File: src/rtl/wb_bus_arbiter_if.sv
// wb_bus_arbiter_if
// Bundles every handshake/bus signal of the two-master, one-slave wishbone
// arbiter: the instruction-fetch master (i_*), the load/store master (d_*)
// and the shared slave port.
// Modports:
//   master : the arbiter's view. It owns the slave bus and returns
//            ack/err/data to both masters.
//   slave  : the surrounding environment's view (masters plus memory).
//            Every direction is the reverse of the master modport.
interface wb_bus_arbiter_if;
  // Instruction master
  logic        i_stb_in;
  logic [15:0] i_adr_in;
  logic [15:0] i_instr_out;
  logic        i_akn_out;
  logic        i_err_out;
  // Data master
  logic        d_stb_in;
  logic        d_we_in;
  logic [15:0] d_adr_in;
  logic [15:0] d_data_in;
  logic [15:0] d_data_out;
  logic        d_akn_out;
  logic        d_err_out;
  // Slave bus
  logic [15:0] adr_out;
  logic [15:0] data_out;
  logic [15:0] data_in;
  logic        we_out;
  logic [3:0]  sel_out;
  logic        stb_out;
  logic        cyc_out;
  logic        akn_in;

  modport master (
    input  i_stb_in, i_adr_in,
    output i_instr_out, i_akn_out, i_err_out,
    input  d_stb_in, d_we_in, d_adr_in, d_data_in,
    output d_data_out, d_akn_out, d_err_out,
    output adr_out, data_out, we_out, sel_out, stb_out, cyc_out,
    input  data_in, akn_in
  );

  modport slave (
    output i_stb_in, i_adr_in,
    input  i_instr_out, i_akn_out, i_err_out,
    output d_stb_in, d_we_in, d_adr_in, d_data_in,
    input  d_data_out, d_akn_out, d_err_out,
    input  adr_out, data_out, we_out, sel_out, stb_out, cyc_out,
    output data_in, akn_in
  );
endinterface

File: src/rtl/wb_bus_arbiter.sv
// wb_bus_arbiter
// Shares one 16-bit wishbone slave port between the instruction-fetch master
// (I) and the load/store master (D). Requests are arbitrated only while idle,
// using round-robin on contention. The winner's address, write enable and
// data are latched, and a single bus cycle is run. The acknowledge (plus read
// data) or a timeout error is returned to the owner. Every output is
// registered.
// Ports:
//   clk : bus clock, rising edge
//   rst : asynchronous, active-low reset
//   bus : wb_bus_arbiter_if.master. Carries the master request and response
//         signals and the slave bus.
// Parameters:
//   TIMEOUT : stb cycles without akn_in before abort (2..255)
//   CNT_W   : timeout counter width, 2**CNT_W > TIMEOUT
module wb_bus_arbiter #(
  parameter int unsigned TIMEOUT = 16,
  parameter int unsigned CNT_W   = 8
) (
  input  logic                     clk,
  input  logic                     rst,
  wb_bus_arbiter_if.master         bus
);

  typedef enum logic [1:0] {StIdle, StBusI, StBusD} state_e;

  localparam logic [CNT_W-1:0] LastCnt = CNT_W'(TIMEOUT - 1);

  state_e           r_state;
  logic [CNT_W-1:0] r_cnt;
  logic             r_last_d;  // 1: D was the most recent owner
  logic [15:0]      r_adr;
  logic [15:0]      r_wdata;
  logic             r_we;
  logic [3:0]       r_sel;
  logic             r_stb;
  logic             r_cyc;
  logic [15:0]      r_instr;
  logic             r_i_akn;
  logic             r_i_err;
  logic [15:0]      r_ddata;
  logic             r_d_akn;
  logic             r_d_err;

  logic w_i_req;
  logic w_d_req;
  logic w_grant_i;
  logic w_grant_d;

  // A master still holding stb during its own ack/err cycle must not be
  // re-served for the request that was just completed.
  assign w_i_req   = bus.i_stb_in & ~r_i_akn & ~r_i_err;
  assign w_d_req   = bus.d_stb_in & ~r_d_akn & ~r_d_err;
  assign w_grant_i = w_i_req & (~w_d_req | r_last_d);
  assign w_grant_d = w_d_req & (~w_i_req | ~r_last_d);

  always_ff @(posedge clk or negedge rst) begin
    if (!rst) begin
      r_state  <= StIdle;
      r_cnt    <= '0;
      r_last_d <= 1'b1;
      r_adr    <= '0;
      r_wdata  <= '0;
      r_we     <= 1'b0;
      r_sel    <= '0;
      r_stb    <= 1'b0;
      r_cyc    <= 1'b0;
      r_instr  <= '0;
      r_i_akn  <= 1'b0;
      r_i_err  <= 1'b0;
      r_ddata  <= '0;
      r_d_akn  <= 1'b0;
      r_d_err  <= 1'b0;
    end else begin
      // ack/err are single-cycle pulses
      r_i_akn <= 1'b0;
      r_i_err <= 1'b0;
      r_d_akn <= 1'b0;
      r_d_err <= 1'b0;
      case (r_state)
        StIdle: begin
          if (w_grant_i) begin
            r_state <= StBusI;
            r_adr   <= bus.i_adr_in;
            r_wdata <= '0;
            r_we    <= 1'b0;
            r_sel   <= 4'b1111;
            r_stb   <= 1'b1;
            r_cyc   <= 1'b1;
            r_cnt   <= '0;
          end else if (w_grant_d) begin
            r_state <= StBusD;
            r_adr   <= bus.d_adr_in;
            r_wdata <= bus.d_data_in;
            r_we    <= bus.d_we_in;
            r_sel   <= 4'b1111;
            r_stb   <= 1'b1;
            r_cyc   <= 1'b1;
            r_cnt   <= '0;
          end
        end
        StBusI, StBusD: begin
          // An ack in the expiry cycle takes priority over the timeout.
          if (bus.akn_in || (r_cnt == LastCnt)) begin
            r_state <= StIdle;
            r_stb   <= 1'b0;
            r_cyc   <= 1'b0;
            r_sel   <= '0;
            if (r_state == StBusI) begin
              r_last_d <= 1'b0;
              if (bus.akn_in) begin
                r_i_akn <= 1'b1;
                r_instr <= bus.data_in;
              end else begin
                r_i_err <= 1'b1;
              end
            end else begin
              r_last_d <= 1'b1;
              if (bus.akn_in) begin
                r_d_akn <= 1'b1;
                if (!r_we) r_ddata <= bus.data_in;
              end else begin
                r_d_err <= 1'b1;
              end
            end
          end else begin
            r_cnt <= r_cnt + 1'b1;
          end
        end
        default: r_state <= StIdle;
      endcase
    end
  end

  assign bus.adr_out     = r_adr;
  assign bus.data_out    = r_wdata;
  assign bus.we_out      = r_we;
  assign bus.sel_out     = r_sel;
  assign bus.stb_out     = r_stb;
  assign bus.cyc_out     = r_cyc;
  assign bus.i_instr_out = r_instr;
  assign bus.i_akn_out   = r_i_akn;
  assign bus.i_err_out   = r_i_err;
  assign bus.d_data_out  = r_ddata;
  assign bus.d_akn_out   = r_d_akn;
  assign bus.d_err_out   = r_d_err;

endmodule

File: src/flat_wrapper.sv
// flat-port wrapper written by rule: the top's interface ports become plain ports
module wb_bus_arbiter_flat 
#(
  parameter int unsigned TIMEOUT = 16,
  parameter int unsigned CNT_W   = 8
)
  (clk, rst, bus_i_stb_in, bus_i_adr_in, bus_i_instr_out, bus_i_akn_out, bus_i_err_out, bus_d_stb_in, bus_d_we_in, bus_d_adr_in, bus_d_data_in, bus_d_data_out, bus_d_akn_out, bus_d_err_out, bus_adr_out, bus_data_out, bus_we_out, bus_sel_out, bus_stb_out, bus_cyc_out, bus_data_in, bus_akn_in);
  wb_bus_arbiter_if bus_i ();
  input  logic clk;
  input  logic rst;
  input wire logic [$bits(bus_i.i_stb_in)-1:0] bus_i_stb_in;
  input wire logic [$bits(bus_i.i_adr_in)-1:0] bus_i_adr_in;
  output wire logic [$bits(bus_i.i_instr_out)-1:0] bus_i_instr_out;
  output wire logic [$bits(bus_i.i_akn_out)-1:0] bus_i_akn_out;
  output wire logic [$bits(bus_i.i_err_out)-1:0] bus_i_err_out;
  input wire logic [$bits(bus_i.d_stb_in)-1:0] bus_d_stb_in;
  input wire logic [$bits(bus_i.d_we_in)-1:0] bus_d_we_in;
  input wire logic [$bits(bus_i.d_adr_in)-1:0] bus_d_adr_in;
  input wire logic [$bits(bus_i.d_data_in)-1:0] bus_d_data_in;
  output wire logic [$bits(bus_i.d_data_out)-1:0] bus_d_data_out;
  output wire logic [$bits(bus_i.d_akn_out)-1:0] bus_d_akn_out;
  output wire logic [$bits(bus_i.d_err_out)-1:0] bus_d_err_out;
  output wire logic [$bits(bus_i.adr_out)-1:0] bus_adr_out;
  output wire logic [$bits(bus_i.data_out)-1:0] bus_data_out;
  output wire logic [$bits(bus_i.we_out)-1:0] bus_we_out;
  output wire logic [$bits(bus_i.sel_out)-1:0] bus_sel_out;
  output wire logic [$bits(bus_i.stb_out)-1:0] bus_stb_out;
  output wire logic [$bits(bus_i.cyc_out)-1:0] bus_cyc_out;
  input wire logic [$bits(bus_i.data_in)-1:0] bus_data_in;
  input wire logic [$bits(bus_i.akn_in)-1:0] bus_akn_in;
  assign bus_i.i_stb_in = bus_i_stb_in;
  assign bus_i.i_adr_in = bus_i_adr_in;
  assign bus_i_instr_out = bus_i.i_instr_out;
  assign bus_i_akn_out = bus_i.i_akn_out;
  assign bus_i_err_out = bus_i.i_err_out;
  assign bus_i.d_stb_in = bus_d_stb_in;
  assign bus_i.d_we_in = bus_d_we_in;
  assign bus_i.d_adr_in = bus_d_adr_in;
  assign bus_i.d_data_in = bus_d_data_in;
  assign bus_d_data_out = bus_i.d_data_out;
  assign bus_d_akn_out = bus_i.d_akn_out;
  assign bus_d_err_out = bus_i.d_err_out;
  assign bus_adr_out = bus_i.adr_out;
  assign bus_data_out = bus_i.data_out;
  assign bus_we_out = bus_i.we_out;
  assign bus_sel_out = bus_i.sel_out;
  assign bus_stb_out = bus_i.stb_out;
  assign bus_cyc_out = bus_i.cyc_out;
  assign bus_i.data_in = bus_data_in;
  assign bus_i.akn_in = bus_akn_in;
  wb_bus_arbiter #(.TIMEOUT(TIMEOUT), .CNT_W(CNT_W)) u_core (.clk(clk), .rst(rst), .bus(bus_i));
endmodule
File: config.mk
export PLATFORM = sky130hd
export DESIGN_NAME = wb_bus_arbiter_flat
export DESIGN_NICKNAME = d
export VERILOG_FILES = /design/src/rtl/wb_bus_arbiter_if.sv /design/src/rtl/wb_bus_arbiter.sv /design/src/flat_wrapper.sv
export SDC_FILE = /design/constraint.sdc
export NUM_CORES = 1
export LEC_CHECK = 0
export ABC_AREA = 1
export CAP_MARGIN = 0
export CORE_MARGIN = 5
export CORE_UTILIZATION = 40
export CTS_CLUSTER_SIZE = 10
export DETAILED_ROUTE_END_ITERATION = 7
export GPL_TIMING_DRIVEN = 1
export PLACE_DENSITY_LB_ADDON = 0.05
export RECOVER_POWER = 100
export SYNTH_ARGS = -nofsm -noshare
export SYNTH_HDL_FRONTEND = slang
export SYNTH_SLANG_ARGS = --single-unit
File: constraint.sdc
create_clock -name clk -period 1.4 [get_ports clk]
set_input_delay 0.14 -clock clk [delete_from_list [all_inputs] [get_ports clk]]
set_output_delay 0.14 -clock clk [all_outputs]
set_load 0.02 [all_outputs]
# --- After elaboration in Yosys (flattened, before gate mapping) ---
# Cells that the tools add are included.
totals:
  n_memories: 0
  elab_cells: 87
  inputBits: 70
  out_inout_bits: 75
  latch_bits: 0
  ramBits: 0
  mem_bits_ro: 0
  register_bits: 85
op_classes:
  n_addsub: 1
  n_mux: 37
  order_cmp: 0
  eq_ne: 6
  n_reduce_logical: 12
  bitwise_logic: 17
  multipliers: 0
  shifts: 0
  div: 0
ops:
  columns: ["operator", "count"]
  rows:
  - ["2-to-1 mux 16 bit", 4]
  - ["2-to-1 mux 8 bit", 3]
  - ["2-to-1 mux 1 bit", 20]
  - ["one-hot mux 8 bit (2 select lines)", 1]
  - ["2-to-1 mux 4 bit", 3]
  - ["inverter 1 bit", 9]
  - ["adder 8 x 1 -> 8 bit, second input constant", 1]
  - ["== test 8 x 4 -> 1 bit, second input constant", 1]
  - ["one-hot mux 4 bit (2 select lines)", 1]
  - ["bitwise AND 1 bit", 6]
  - ["2-to-1 mux 2 bit", 3]
  - ["AND reduction 2 bit", 3]
  - ["AND reduction 3 bit", 2]
  - ["AND reduction 5 bit", 1]
  - ["one-hot mux 2 bit (2 select lines)", 1]
  - ["AND reduction 4 bit", 1]
  - ["nonzero test 2 bit", 2]
  - ["!= test 3 x 1 -> 1 bit, second input constant", 1]
  - ["== test 2 x 1 -> 1 bit, second input constant", 1]
  - ["== test 2 bit, second input constant", 1]
  - ["zero test 2 bit", 1]
  - ["!= test 2 x 1 -> 1 bit, second input constant", 1]
  - ["!= test 2 bit, second input constant", 1]
  - ["OR 1 bit", 2]
  - ["other kinds (3)", 3]

# --- Longest topological paths before layout ---
depth:
  depth_word: 9
  depth_mapped: 9

# --- Worst setup path before layout ---
# No wires, ideal clock.
synth_timing:
  path_type: "register to register"
  from: "register u_core.r_state[0]"
  to: "register u_core.r_instr[5], in the netlist u_core.bus.i_instr_out[5]"
  period_less_slack_ps: 1479
  slack_ps: -79
  setup_ps: 83
  t_arrival_ps: 1396
  path_stages_with_launch: 9
  cell_sequence: "dfrtp_1 > inv_1 > ha_1 > nand2_2 > nor2_2 > inv_1 > clkbuf_1 > nand2_1 > o21ai_0"
synth_via:
  elab_chain_cells: 3
  elab_cells_between_ends: 4
  classes_between: "2 x eq/ne; 2 x reduce/logical"
synth_lines:
  columns: ["item", "line_no", "text"]
  rows:
  - ["start: declaration", "wb_bus_arbiter.sv:29", "state_e r_state;"]
  - ["start signal: assignment", "wb_bus_arbiter.sv:59", "r_state <= StIdle;"]
  - ["start signal: assignment", "wb_bus_arbiter.sv:83", "r_state <= StBusI;"]
  - ["start signal: assignment", "wb_bus_arbiter.sv:92", "r_state <= StBusD;"]
  - ["== test 2 bit / == test 2 x 1 -> 1 bit (equally long branches)", "wb_bus_arbiter.sv:80, wb_bus_arbiter.sv:109", null]
  - ["OR reduction 2 bit", "wb_bus_arbiter.sv:80", "case (r_state)"]
  - ["AND reduction 4 bit (no source line) *", null, null]
  - ["end signal: assignment", "wb_bus_arbiter.sv:113", "r_instr <= bus.data_in;"]
  - ["end: declaration", "wb_bus_arbiter.sv:38", "logic [15:0] r_instr;"]
# Mark *: on every way between the ends. The rest lies on a longest branch, timed or not.
# A chain may end at the register's enable or synchronous reset.

# --- Final worst setup path ---
layout_timing:
  from: "register u_core.r_state[1]"
  to: "register u_core.r_adr[9], in the netlist u_core.bus.adr_out[9]"
layout_via:
  elab_chain_cells: 2
layout_lines:
  columns: ["item", "line_no", "text"]
  rows:
  - ["zero test 2 bit", "wb_bus_arbiter.sv:80", null]
  - ["AND reduction 2 bit (no source line)", null, null]
  - ["end signal: assignment", "wb_bus_arbiter.sv:84", "r_adr <= bus.i_adr_in;"]
  - ["end signal: assignment", "wb_bus_arbiter.sv:93", "r_adr <= bus.d_adr_in;"]
  - ["end: declaration", "wb_bus_arbiter.sv:32", "logic [15:0] r_adr;"]
# Every way passes these cells.

==> summary.md <==
| Metric | Value |
|---|---|
| Antenna diodes | 0 |
| Routability congestion estimate | a little under 0.8 |
| Setup violators final | 40 |
| YS warnings | 0 |
| Clk slew on worst S/H paths | 0.09 ns |
| Share of power burned in registers | 28.7% |
| Slew @ Worst Pin | 0.494 ns |
| DRC | 0 |
| Max VDD drop | 0.00109 V |
| CP required | 1.65 ns |
| Routed WL | ~11 mm |
| Final HPWL DP | 7.32 mm |
| Sw frac | 40.5% |
| Global-route wire length before repair | 16.7 mm |
| Logic pwr share | 56.4% |
| Via count | 3444 |
| Dominant cells by area after synthesis | dfrtp_1 54%, nand2_1 9.1%, nand3_1 8.5% |
| Worst Skew | roughly 0.0094 ns |
| Layout cell share with drive strength beyond 1 | 24.1% |
| RSZ-0062 raised after global routing | true |
| CTS Buf Count | 9 |
| Netlist Area Pre-Place | around 3700 um^2 |
| Final design instance area without fill | between 6000 and 7000 um^2 |
| Number of max-cap violations | 0 |
| Initial antenna violation count | 0 |
| Synthesis-to-layout area growth | 65.9% |
| Synth async-reset ratio | 100% |
| Synthesized instance count | 428 |
| Die X-Extent | 106 um |
| R2R depth | 6 |
| Net count, final | 682 |
| Fmax | 679 MHz |
| Total grt overflow | 0 |
| Final hold violation count | 0 |
| Final Max Tran Viols | 0 |
| Top FF cell, synth | dfrtp_1 |
| Min Tclk post-route | approximately 1.5 ns |
| H-tree levels | 3 |
| Run status | finished with violations |
| Antenna Nets Post-Route | 0 |
| Die area | about 11000 um^2 |
| Clock sinks | 81 |
| Tcrit/Tclk final | 105% |
| Overall Global Routing Usage | a little under a fifth |
| Vias per cell | 4.76 |
| XOR/XNOR share of the synthesized area | less than 1% |
| Synthesized area per cell | 8.64 um^2 |
| P_int | 7.95 mW |
| WS Path Type | reg -> reg |
| Setup_tns | -1.12 ns |
| Synth Area in Simple Gates | 27.1% |
| Wirelength per Cell | 14.9 um |
| Number of flops mapped to enable cells by yosys | 0 |
| Complex-gate fraction of the synthesized area | 7.34% |
| Top cell type's share of synthesized area | 54.1% |
| TritonRoute pass-1 iters | 4 |
| Input/output buffers | 144 |
| Largest net degree at the start of global routing | 37 |
| Largest family of logic cells by synthesized area | simple AND/OR/NAND/NOR gates |
| Clk_lat worst skew | 0.35 ns |
| Final setup margin | -0.0729 ns |
| Initial Util | 40.6% |
| I/O pins | 145 |
| P per Cell Area | 2180 nW/um^2 |
| Seq/Total Area, Yosys | between 50 and 60% |
| Worst slack, placed | -0.197 ns |
| Clk pwr share | 15.0% |
| Vias in the first global route | 3401 |
| Startpoint Class | flop |
| Yosys cell types | 25 |
| LEAKAGE | 3.05 nW |
| CTS root buf | clkbuf_8 |
| Register bit total from synthesis | 81 |
| Adder-Cell Fraction of Synth Area | 1.35% |
| Initial DRC Count | 99 |
| Cell taking the most area after synthesis | dfrtp_1 |
| Post-synthesis mux area share | 0% |
| Cell area after placement | approximately 5500 um^2 |
| Switch Pwr | between 5 and 6 mW |
| Hold/Removal Path Class | in -> async |
| Syn nets | 502 |
| CTS Buffer Depth | 2 |
| Data arrival, critical path | 1.72 ns |
| Critical Path Fanout Max | 18 |
| Clock tree from TritonCTS | yes |
| Slew margin rel. | between 60% and 70% |
| Num rows | 35 |
| Core area | 9110 um^2 |
| Violated checks | negative setup slack |
| Crit path capture type | flop |
| Die height | about 110 um |
[cell families after synthesis]
family / count (synthesis)
AND/OR/NAND/NOR: 211
flip-flops: 81
buffers and inverters: 78
AO/OA/AOI/OAI: 53
adder cells (fa/ha/maj): 4
XOR/XNOR: 1
[power groups by stage]
stage,registers [mW],logic (mW),clock network (mW)
3_3_place_gp,3.79,6.63,0
4_1_cts,3.77,6.51,2.05
6_report,3.83,7.53,2.00
3_5_place_dp,3.83,6.70,0
2_1_floorplan,4.88,2.42,0
5_1_grt,3.95,8.15,2.15
[final cells by class]
class                   count  area [um^2]
well taps                 111          139
clock inverters             7          106
inverters                  55          210
flip-flops and latches     81         2030
multi-input cells         269         1630
fillers                   744         2970
clock buffers               9          124
repair buffers            192         1900
[sequential cells by signal (all words and copies together) (netlist names)]
name                    cells
u_core.r_state              2
u_core.bus.d_err_out        1
u_core.bus.we_out           1
u_core.r_cnt                8
u_core.bus.d_akn_out        1
u_core.bus.i_err_out        1
u_core.bus.d_data_out      16
u_core.bus.adr_out         16
u_core.r_last_d             1
u_core.bus.sel_out          1
u_core.bus.i_instr_out     16
u_core.bus.i_akn_out        1
u_core.bus.data_out        16
[per-layer routing]
| metal | vias up | track usage (%) | share of wire [%] |
|---|---|---|---|
| met3 | 15 | 5.89 | 7.2 |
| met5 | - | 0 | 0 |
| met1 | 1608 | 23.7 | 42 |
| li1 | 1720 | - | - |
| met2 | 101 | 29.4 | 49 |
| met4 | 0 | 4.63 | 1.3 |
[per-stage QoR]
step                      cells  power (mW)  hold WS, ns  utilization, %
after floorplan             428        7.30       -0.156               -
after global placement      693        10.4       0.0369            60.4
after detailed placement    693        10.5       0.0424            60.4
after CTS                   713        12.3        0.189            63.6
after global routing        724        14.3        0.318            67.4
final                       724        13.4        0.271            67.4
[Yosys cell counts (2+ instances only)]
cell type	instances
nand2_1	90
nor3b_1	2
ha_1	4
nand2_2	4
nand3_1	63
o21ai_0	50
nor2_2	2
clkbuf_1	6
dfrtp_1	80
or2_2	16
inv_1	54
a21oi_1	2
and2_1	16
nor2_1	13
buf_2	7
nor3_1	2
buf_4	9
[critical path, cell delays in order, from the launching register on]
cell      delay, ns
dfrtp_1        0.39
inv_2          0.07
ha_4           0.16
a21boi_4       0.16
buf_12         0.16
or2_2          0.28
and2_4         0.15
[repair_timing]
item                       in CTS  in global routing
pin swaps                       6                 14
hold buffers                    1                  0
setup buffers                   3                  4
gates resized for setup       116                 80
hold endpoints to repair       60                  0
setup endpoints to repair     127                 74
cloned                          0                  7
[final timing paths]
check	start	endpoint	slack [ns]
min	rst	u_core.bus.adr_out[7]$_DFFE_PN0P_	0.27
max reg2reg	u_core.r_state[1]$_DFFE_PN0P_	u_core.bus.adr_out[9]$_DFFE_PN0P_	-0.07
max in group asynchronous	rst	u_core.bus.data_out[12]$_DFFE_PN0P_	0.26
min in group clk	bus_data_in[9]	u_core.bus.d_data_out[9]$_DFFE_PN0P_	0.33
min reg2reg	u_core.bus.i_instr_out[0]$_DFFE_PN0P_	u_core.bus.i_instr_out[0]$_DFFE_PN0P_	0.49
max	u_core.r_state[1]$_DFFE_PN0P_	u_core.bus.adr_out[9]$_DFFE_PN0P_	-0.07
[cells in the final DEF, fill, tap and decap left out, types with 4 or more instances in the layout]
cell and instances:
dfrtp_1 79, dlygate4sd2_1 75, nand2_1 71, clkdlybuf4s50_1 68, nand3_1 58, inv_1 49, o21ai_1 27, buf_4 25
o21ai_0 17, nand2_2 13, nand2_4 10, nor2_1 9, and2_4 9, or2_4 9, clkbuf_8 9, or2_2 7
and2_1 7, buf_12 7, o21ai_2 6, inv_2 5, buf_6 5, inv_6 4, clkbuf_16 4
Power figures use the tool's default switching activity.
